--- src/rtl/demux1x2_4b.sv ---
// Receive-side 1:2 demultiplexer: steers a valid-qualified word stream into two
// independent per-lane FIFOs selected by `selector`, with a sticky drop flag.
module demux1x2_4b #(
    parameter int DATA_W = 4,
    parameter int DEPTH  = 4
) (
    input  logic              clk,
    input  logic              reset_L,
    input  logic [DATA_W-1:0] data_in,
    input  logic              valid_in,
    input  logic              selector,
    input  logic              pop_0,
    input  logic              pop_1,
    output logic [DATA_W-1:0] data_out0,
    output logic [DATA_W-1:0] data_out1,
    output logic              valid_out0,
    output logic              valid_out1,
    output logic              full_0,
    output logic              full_1,
    output logic              overflow_err
);

    localparam int         AW       = $clog2(DEPTH);
    localparam logic [AW:0] FULL_CNT = (AW + 1)'(DEPTH);

    logic [DATA_W-1:0] r_mem    [2][DEPTH];
    logic [AW-1:0]     r_wr_ptr [2];
    logic [AW-1:0]     r_rd_ptr [2];
    logic [AW:0]       r_count  [2];
    logic              r_overflow;

    logic [1:0] w_push;
    logic [1:0] w_pop_req;
    logic [1:0] w_rd_en;
    logic [1:0] w_wr_en;
    logic [1:0] w_drop;
    logic [1:0] w_full;
    logic [1:0] w_empty;

    assign w_push    = {valid_in & selector, valid_in & ~selector};
    assign w_pop_req = {pop_1, pop_0};

    always_comb begin
        w_rd_en = '0;
        w_wr_en = '0;
        w_drop  = '0;
        w_full  = '0;
        w_empty = '0;
        for (int l = 0; l < 2; l++) begin
            w_full[l]  = (r_count[l] == FULL_CNT);
            w_empty[l] = (r_count[l] == '0);
            w_rd_en[l] = w_pop_req[l] & ~w_empty[l];
            // A pop in the same cycle frees the slot, so a full lane still accepts.
            w_wr_en[l] = w_push[l] & (~w_full[l] | w_rd_en[l]);
            w_drop[l]  = w_push[l] & w_full[l] & ~w_rd_en[l];
        end
    end

    always_ff @(posedge clk) begin
        if (reset_L) begin
            for (int l = 0; l < 2; l++) begin
                r_wr_ptr[l] <= '0;
                r_rd_ptr[l] <= '0;
                r_count[l]  <= '0;
                for (int e = 0; e < DEPTH; e++) begin
                    r_mem[l][e] <= '0;
                end
            end
            r_overflow <= 1'b0;
        end else begin
            for (int l = 0; l < 2; l++) begin
                if (w_wr_en[l]) begin
                    r_mem[l][r_wr_ptr[l]] <= data_in;
                    r_wr_ptr[l]           <= r_wr_ptr[l] + AW'(1);
                end
                if (w_rd_en[l]) begin
                    r_rd_ptr[l] <= r_rd_ptr[l] + AW'(1);
                end
                case ({w_wr_en[l], w_rd_en[l]})
                    2'b10:   r_count[l] <= r_count[l] + (AW + 1)'(1);
                    2'b01:   r_count[l] <= r_count[l] - (AW + 1)'(1);
                    default: r_count[l] <= r_count[l];
                endcase
            end
            if (|w_drop) begin
                r_overflow <= 1'b1;
            end
        end
    end

    assign valid_out0   = ~w_empty[0];
    assign valid_out1   = ~w_empty[1];
    assign full_0       = w_full[0];
    assign full_1       = w_full[1];
    assign data_out0    = w_empty[0] ? '0 : r_mem[0][r_rd_ptr[0]];
    assign data_out1    = w_empty[1] ? '0 : r_mem[1][r_rd_ptr[1]];
    assign overflow_err = r_overflow;

endmodule

--- config.mk ---
export PLATFORM = sky130hd
export DESIGN_NAME = demux1x2_4b
export DESIGN_NICKNAME = d
export VERILOG_FILES = /design/src/rtl/demux1x2_4b.sv
export SDC_FILE = /design/constraint.sdc
export NUM_CORES = 1
export LEC_CHECK = 0
export BUFFER_PORTS_ARGS = -buffer_cell sky130_fd_sc_hd__clkbuf_2
export CAP_MARGIN = 40
export CORE_MARGIN = 2
export CORE_UTILIZATION = 50
export CTS_CLUSTER_DIAMETER = 40
export CTS_CLUSTER_SIZE = 10
export DETAILED_ROUTE_END_ITERATION = 8
export PLACE_DENSITY = 0.69
export RECOVER_POWER = 100
export SLEW_MARGIN = 10
export SYNTH_ARGS = -nofsm -noshare
export SYNTH_HDL_FRONTEND = slang
export SYNTH_SLANG_ARGS = --single-unit
--- constraint.sdc ---
create_clock -name clk -period 1.9 [get_ports clk]
set_input_delay 0.095 -clock clk [delete_from_list [all_inputs] [get_ports clk]]
set_output_delay 0.095 -clock clk [all_outputs]
set_load 0.01 [all_outputs]
Word level (Yosys, flattened, before mapping)
Memories as Yosys holds them, arrays and structs flattened.
Index checks and enable logic that the tools add are counted.
- flip-flop bits (word level): 1
- RAM bits: 46
- output and inout port bits: 13
- memories: 4
- memory list (memory ; depth ; width ; read ports ; clocked after memory_dff ; wr ports ; line ; source):
    r_mem ; 2 ; 16 ; 2 ; 0 ; 2 ; 26 ; logic [DATA_W-1:0] r_mem [2][DEPTH];
    r_count ; 2 ; 3 ; 2 ; 0 ; 2 ; 29 ; logic [AW:0] r_count [2];
    r_rd_ptr ; 2 ; 2 ; 2 ; 0 ; 2 ; 28 ; logic [AW-1:0] r_rd_ptr [2];
    r_wr_ptr ; 2 ; 2 ; 2 ; 0 ; 2 ; 27 ; logic [AW-1:0] r_wr_ptr [2];
- add/sub/neg operators: 8
- magnitude comparators: 6
- eq/ne operators: 6
- mux-type cells: 88
- bitwise logic cells: 65
- reduce and logical (&&, ||, !) cells: 7
- operator list (operator ; number):
    1-bit 2-to-1 mux ; 64
    1-bit bitwise OR ; 44
    16-bit 2-to-1 mux ; 2
    4-bit 2-to-1 mux ; 8
    3-bit 2-to-1 mux ; 6
    4-bit binary-select mux with 2-bit select ; 2
    4-bit demux with 2-bit select ; 2
    3-bit >= comparator, second input constant ; 4
    2-bit inverter with 3-bit output ; 4
    1-bit AND ; 10
    2-bit by 1-bit adder with 2-bit output, second input constant ; 4
    2-bit 2-to-1 mux ; 4
    1-bit inverter ; 7
    3-bit by 1-bit adder with 3-bit output, second input constant ; 2
    3-bit == test, second input constant ; 2
    3-bit zero test ; 2
    3-bit by 1-bit < comparator with 1-bit output, second input constant ; 2
    2-bit OR reduction ; 3
    3-bit by 1-bit subtractor with 3-bit output, second input constant ; 2
    2-bit by 1-bit == test with 1-bit output, second input constant ; 2
    2-bit == test, second input constant ; 2
    1-bit logical AND ; 2

Longest topological paths before layout
Gate-level depths: netlist of the first run.
- word-level depth: 12
- mapped depth: 8

Least setup slack after synthesis of the first run
No wires, ideal clock.
- path type: register to register
- start point: memory r_count[1][0] (netlist name)
- end point: memory r_count[1][0] (netlist name) (enable)
- data arrival time: 1.514 ns
- data required time: 1.523 ns
- slack: 0.009 ns
- stages on the path, launching flop included: 6
- path buffers: 1
- period minus slack after synthesis: 1.891 ns
- path through: edfxtp_1 -> inv_1 -> ha_1 -> and2_1 -> clkbuf_1 -> o311ai_0
- RTL lines (element ; line):
    start, declared ; 29

==> results of run 1 <==
## cells in the final DEF, fill, tap and decap left out, types with 6 or more instances in the layout
master,synthesis,final
nor2b_1,6,6
ha_1,11,11
mux4_2,8,8
a21o_1,8,8
nor3_1,6,6
inv_1,10,10
edfxtp_1,46,46
nand2_1,6,6
clkbuf_2,0,13
buf_4,0,6
and3_1,17,17
clkbuf_1,8,13
and4_1,16,16
## area by class of cell
class	instances	area, um^2
fillers	414	2150
inverters	10	37.5
clock buffers	6	72.6
repair buffers	31	155
well taps	70	87.6
flip-flops and latches	47	1400
clock inverters	2	60.1
multi-input cells	125	1080
## routing by layer
layer,vias to the layer above,global-route usage [%],routed length [um]
li1,798,-,-
met1,812,23.6,2090
met2,40,31.1,2490
met3,4,3.97,211
met4,0,5.46,36
met5,-,0,0
## through the flow
stage	hold slack [ns]	TNS (ns)	instance area (um^2)	util [%]	instances
after floorplan	0.267	0	2560	-	195
after global routing	0.122	0	2890	57.4	291
after CTS	0.104	0	2910	57.7	291
after global placement	0.395	0	2770	54.9	283
after detailed placement	0.419	-0.0304	2770	54.9	283
final	0.105	0	2890	57.4	291
## repair_timing
| item | in CTS | in global routing |
|---|---|---|
| endpoints found under the setup margin | 1 | 23 |
| gates resized for setup | 1 | 3 |
| pin swaps | 1 | 0 |
| hold endpoints to repair | 0 | 0 |
## logic make-up (layout without fill, tap and decap cells)
kind of cell    Yosys count  after routing  share of synthesized area, %
simple gates             81             81                          20.9
flops                    47             47                          54.6
buf+inv                  23             49                          3.85
compound gates           21             21                          6.39
fa+ha+maj                12             12                          6.15
mux                       8              8                          7.02
xor+xnor                  3              3                          1.02
## flip-flops by register name (all words and copies together), names as in the netlist
signal	cells
r_count	6
r_mem	32
r_wr_ptr	4
r_rd_ptr	4
overflow_err	1
## worst max-delay path: stages, from the launching register on
cell and delay (ns):
edfxtp_1 0.41, o31ai_2 0.11, nor2_2 0.13, nand2_1 0.10, fa_1 0.41, xnor2_2 0.19, nor4_1 0.07, o21bai_1 0.17
## report_power, final
| group | internal (uW) | total (uW) | leakage, uW | switching [uW] |
|---|---|---|---|---|
| Sequential | 1260 | 1350 | 0.000490 | 88.5 |
| Combinational | 302 | 655 | 0.000631 | 353 |
| Clock | 526 | 859 | 0.0000654 | 333 |
## worst min path at each step
stage / start / end / slack [ns] / cells past startpoint
floorplan: valid_in / overflow_err / 0.27 / 2
global placement: valid_in / overflow_err / 0.39 / 3
detailed placement: valid_in / overflow_err / 0.42 / 3
CTS: valid_in / overflow_err / 0.10 / 3
global route: valid_in / overflow_err / 0.12 / 3
finish: valid_in / overflow_err / 0.11 / 3
==> results by stage, run 1 <==
Pwr:
- The total power divided by cell area is slightly below 1000 nW/um^2.
- The overall power consumption is around 2900 uW.
- The worst ir drop on vdd is 0.509 mV.
- The analysis attributes to cell leakage a power of between 0.001 and 0.0015 uW.

Logic synthesis:
- The total standard cell area after synthesis is between 2000 and 3000 um^2.
- After synthesis, the share of flip-flops with an asynchronous set or reset is 0%.
- edfxtp_1 is the most common cell in the netlist.
- After synthesis, the mean cell area works out to around 13 um^2.
- The area share of the largest cell type after synthesis is a little over half.
- Of all cell types, the one taking the most synthesized area is edfxtp_1.
- Counting every instance in the synthesized netlist gives around 200.
- For this run, the number of Yosys warnings is 0.
- Among all flip-flop cells after synthesis, the most frequent one is edfxtp_1.
- The number of enable flip-flop cells after synthesis is 46.
- The sequential share of the synthesized area is between 50% and 60%.
- The number of flip-flops and latches in the synthesized netlist is 47.
- Yosys attributes the largest share of cell area to edfxtp_1 54%, mux4_2 7.0%, and4_1 5.5%, ha_1 5.4%, and3_1 4.1%.
- The number of distinct standard cells referenced by the synthesized netlist is 40.
- In the synthesized netlist, the cells that appear most often are 46 x edfxtp_1, 17 x and3_1, 16 x and4_1, 11 x ha_1, 10 x inv_1.
- The post-synth net total is ~220.

Floorplanning:
- Pin placement for this block handled 23 I/O pins.
- The placement row count is 26.
- The x dimension of the die is 75.6 um.
- The starting density of the core is 50.9%.
- The die covers around 5700 um^2.
- The core box area is 5040 um^2.
- The die is about 76 um tall.

Global route:
- Entering global routing, the biggest net connects 23 pins.
- The first global-routing pass estimated 7.52 mm of wire.
- For this run, the total global-route usage over all layers was measured as a little under a fifth.
- The number of global-route vias before repair came to between 1,500 and 2,000.
- The number of antenna violations at the first check in global routing is 0.
- After global routing the overflow that remains totals 0.

Critical path:
- For the worst flop-to-flop path, the logic depth is 7.
- The internal reg-to-reg setup slack is between 0.05 and 0.06 ns.
- The kind of end point of the critical path is a flip-flop.
- The endpoint of the most critical setup path is r_count[0][2].
- The element type at the critical path start is a flip-flop.
- The worst register-to-register path begins at r_count[0][1].
- The endpoint identified for the worst register-to-register timing path is r_count[0][2].
- The data required time at the worst endpoint is a little under 2 ns.
- In this run the worst setup path begins at r_count[0][1].
- The worst-path maximum fanout is 3.
- STA puts the critical path data arrival time at ~1.9 ns.
- The startpoint-to-endpoint class of the critical path is flip-flop to flip-flop.

Final layout:
- The area added between synthesis and finish is 12.8%.
- The layout cell share with drive strength beyond 1 is 17.6%.
- The count of nets after finishing is about 240.
- The number of antenna diodes in the final layout is 0.

STA:
- The transition time at the pin with the least slew margin is just over 0.5 ns.
- Setup repair after global routing left no endpoint under its margin.
- The smallest setup slack after layout is 0.0598 ns.
- The final critical path time including I/O delays and setup is about 1.8 ns.
- The number of hold-slack violations in the final timing report is 0.
- Setup violations remaining at the end of the flow were counted as 0.
- The max-slew headroom at the worst pin is 66.0%.
- On the final layout, the worst clock skew is around 0.011 ns.
- The timing-limited maximum frequency is 543 MHz.
- The worst path uses a little over nine tenths of the clock period.
- The final number of max-transition violations is 0.

Clock network:
- The clock-pin slew on the worst setup and hold paths is 0.09 ns.
- The clock drives 47 sinks.
- The number of buffers created by CTS is 5.
- The H-tree depth reported by CTS is 2.
- The later-pin clock latency in the skew report is roughly 0.3 ns.
- The post-CTS setup-driven buffer insertion count is 0.
- The TritonCTS clock tree is built.
- The number of buffers on the longest clock path is 2.
- Hold repair after CTS inserted 0 buffers.
- The root buffer cell chosen for the clock tree is clkbuf_8.

Drt:
- The DRC violations left is 0.
- The average via count per standard cell is roughly 5.7.
- The sum of routed wire length over all layers is between 4 and 5 mm.
- For this block, the via count after detailed routing is ~1,700.
- The first-pass detailed-route iteration total is 4.
- The detail route stage leaves a number of antenna-violating nets equal to 0.
- The first-iteration detailed-routing DRC count is 105.
- Dividing the detail-routed wire length by the instance count gives 16.6 um.

Flow run:
- Max-cap violations in this run came to 0.

Place:
- The sum of net half-perimeters after detailed placement is 3.63 mm.
- The placer congestion estimate is 0.840.
- The post-place setup slack is -0.0304 ns.
- Port buffering added 22 buffers.

Run status:
- The run finished with clean final reports.

Hold path:
- The min-delay analysis places its worst path in the category input port to flip-flop.
(Power assumes the default switching activity.)
==> inputs of run 2 (changes only) <==
- BUFFER_PORTS_ARGS: -buffer_cell sky130_fd_sc_hd__clkbuf_2 -> -buffer_cell sky130_fd_sc_hd__buf_2
- REMOVE_ABC_BUFFERS: unset -> 1
==> run 2 against run 1 <==
Die area unchanged. Wire length grew 0.17%. Global-route usage about the same. Via count down 0.18%. Clock skew down 0.0045 ns. Maximum frequency grew 2.8%. Highest routed layer unchanged. Hold slack better by 0.012 ns. Sequential power about the same.
==> results by stage, run 2 (synthesized netlist as in run 1, its figures left out) <==
Final layout:
- The layout cell share with drive strength beyond 1 is 21.6% (+4.0 points).
- The utilization of the core after routing was 57.2% (-0.15 points).
- The flip-flop count of the largest register, all copies and words added is 32 (unchanged).
- The sequential cell area in the final layout is 1400 um^2 (unchanged).
- The area taken by multi-input logic gates is 1070 um^2 (-0.70%).
- The largest register by flop count is r_mem.
- Leaving out fill and tap cells, the most frequent cell in the layout is edfxtp_1.
- The top cell types in the final layout, fill and taps aside, are 46 x edfxtp_1, 20 x buf_2, 17 x and3_1.
- The total of fill cells in the finished design is 422 (+1.9%).
- From synthesis to final layout, the design area changed by 12.5%.
- The count of nets after finishing was 243 (+0.41%).
- The number of diodes added for antenna fixing was 0 (unchanged).
- The largest registers in the layout are r_mem (32), r_count (6).

Drt:
- The average wire per standard cell is 16.6 um (-0.18%).
- The average via count per standard cell came to 5.65 (-0.52%).
- The first-iteration detailed-routing DRC count is 105 (unchanged).
- The via count was 1,651 (-0.18%).
- The DRC violations left is 0 (unchanged).
- The count of nets left with antenna violations after detail routing is 0 (unchanged).
- The first-pass detailed-route iteration total is 4 (unchanged).
- The sum of routed wire length over all layers is 4.83 mm (+0.17%).

Pwr:
- The power spent charging and discharging nets is 767 uW (-0.91%).
- The sequential group share of total power came to 49.3% (+2.2 points).
- The fraction of power consumed by the clock network came to 26.5% (-3.5 points).
- The part of the power in combinational logic is 24.1% (+1.2 points).
- The total power divided by cell area is 946 nW/um^2 (-4.3%).
- The internal power component is 1960 uW (-5.9%).
- The worst ir drop on vdd was 0.487 mV (-4.2%).
- The fraction of power spent switching nets is 28.1% (+1.0 points).
- The leakage power summed over all cells is 0.00121 uW (+1.7%).

Global route:
- The leftover overflow at the end of global routing is 0 (unchanged).
- The first-pass GRT wire length is 7.51 mm (-0.19%).
- The number of antenna violations at the first check in global routing is 0 (unchanged).
- The largest net degree at the start of global routing is 23 (unchanged).
- The met2 demand-to-capacity share in global routing is 29.8% (-1.4 points).
- The met1 global-route usage is 23.7% (+0.17 points).
- The global-route usage over all layers came to 18.2% (-0.036 points).
- The met3 demand-to-capacity share in global routing came to 5.16% (+1.2 points).
- The busiest metal layer after global routing is met2.
- The number of global-route vias before repair is 1,587 (+1.3%).

STA:
- The timing-limited maximum frequency was 559 MHz (+2.8%).
- The number of setup violations in the final report came to 0 (unchanged).
- The final number of max-transition violations came to 0 (unchanged).
- The number of hold-slack violations in the final timing report is 0 (unchanged).
- The hold slack is 0.117 ns (+0.0116 ns).
- The max-slew headroom at the worst pin is 67.1% (+1.1 points).
- The transition time at the pin with the least slew margin is 0.492 ns (-0.0163 ns).
- The final critical path time including I/O delays and setup is 1.79 ns (-0.0505 ns).
- The setup TNS was 0 ns (unchanged).
- The post-route clock period utilization is 94.2% (-2.7 points).
- The maximum clock skew at final layout came to 0.00632 ns (-0.00448 ns).

Hold path:
- The class of the tightest hold or removal check is input port to flip-flop.
- For hold timing, the worst endpoint is overflow_err.
- The number of instances on the worst hold path is 3 (unchanged).
- The worst hold path startpoint is valid_in.

Critical path:
- The worst register-to-register path begins at r_count[0][2].
- The data required time at the worst endpoint came to 1.95 ns (about the same).
- By startpoint and endpoint, the worst setup path is classified as flip-flop to flip-flop.
- The data arrival at the endpoint of the critical path came to 1.84 ns (-0.06 ns).
- The cell depth of the worst flop-to-flop path was 7 (unchanged).
- The worst setup path is launched from a flip-flop.
- The worst-path maximum fanout is 3 (unchanged).
- The worst setup path is captured at a flip-flop.
- The endpoint of the worst register-to-register path is r_count[0][2].
- The internal reg-to-reg setup slack is 0.11 ns (+0.05 ns).

Clock network:
- The later-pin clock latency in the skew report is 0.29 ns (about the same).
- The TritonCTS clock tree is built.
- The number of buffers on the longest clock path is 2 (unchanged).
- The clock-pin slew on the worst setup and hold paths is 0.08 ns (about the same).
- The H-tree depth reported by CTS came to 2 (unchanged).
- The number of clock sinks seen by CTS came to 47 (unchanged).
- The number of buffers created by CTS is 5 (unchanged).
- The cell sitting at the root of the clock tree is a clkbuf_8.

Run status:
- The flow ran to the end, and the final reports show no timing, DRC or antenna violations.

Floorplanning:
- The core box area is 5040 um^2 (unchanged).
- The x dimension of the die came to 75.6 um (unchanged).
- The placement row count is 26 (unchanged).
- The height of the die came to 75.6 um (unchanged).
- The number of top-level pins is 23 (unchanged).
- The die area came to 5720 um^2 (unchanged).
- The starting density of the core came to 50.9% (unchanged).

Place:
- The placer congestion estimate was 0.895 (+6.6%).
- The sum of net half-perimeters after detailed placement was 3.66 mm (+0.73%).
- The number of port buffers is 22 (unchanged).

Flow run:
- The max-cap check violation count came to 0 (unchanged).
[run 2: cell count changes in the layout (fill, tap and decap cells not counted), moves of 2 or more]
cell | before | now
buf_4 | 6 | 8
clkbuf_2 | 13 | 0
buf_2 | 0 | 20
clkbuf_1 | 13 | 4
[run 2: what timing repair did]
item / CTS / global route
resized for setup: 0 / 2
buffers inserted: 0 / 1
endpoints found under the setup margin: 0 / 13
hold endpoints to repair: 0 / 0
hold buffers: 0 / 0
[run 2: critical path: stages (launching register included)]
cell and delay [ns]:
edfxtp_1 0.40, o31ai_2 0.09, nor2_2 0.15, nand2_1 0.09
fa_1 0.39, xnor2_1 0.19, nor4_1 0.07, o21bai_1 0.16
[run 2: worst max-delay path by stage]
stage | start | to | slack, ns | cells past startpoint
floorplan | r_count[1][0] | r_mem[1][0] | 0.01 | 5
global placement | r_count[1][0] | r_count[1][0] | 0.19 | 5
detailed placement | r_count[0][1] | r_count[0][2] | 0.02 | 7
CTS | r_count[0][1] | r_count[0][2] | 0.007 | 7
global route | r_count[0][1] | r_count[0][2] | -0.01 | 7
finish | r_count[0][2] | r_count[0][2] | 0.11 | 7
[run 2: power by group through the flow]
stage	registers, uW	clock network (uW)	logic (uW)
after global routing	1360	776	739
after floorplan	1360	0	416
after detailed placement	1370	0	666
after global placement	1360	0	627
after CTS	1350	734	668
final	1350	725	659
[run 2: through the flow]
| step | cell area (um^2) | std cells | setup slack [ns] | total power [uW] |
|---|---|---|---|---|
| 2_1_floorplan | 2500 | 182 | 0.0143 | 1770 |
| 3_3_place_gp | 2770 | 283 | 0.185 | 1990 |
| 3_5_place_dp | 2770 | 283 | 0.0164 | 2040 |
| 4_1_cts | 2880 | 291 | 0.00729 | 2750 |
| 5_1_grt | 2890 | 292 | -0.0101 | 2880 |
| 6_report | 2890 | 292 | 0.110 | 2730 |
[run 2: area by class of cell]
type	count	area share [%]
sequential	47	48.5
multi-input combinational	125	37.1
timing repair buffer	32	6.07
tap	70	3.03
clock buffer	5	2.38
clock inverter	3	1.52
inverter	10	1.30
[run 2: metal layers]
layer	up-vias	wire, um
met1	782	2030
met5	-	0
met2	55	2410
li1	806	-
met3	8	328
met4	0	66
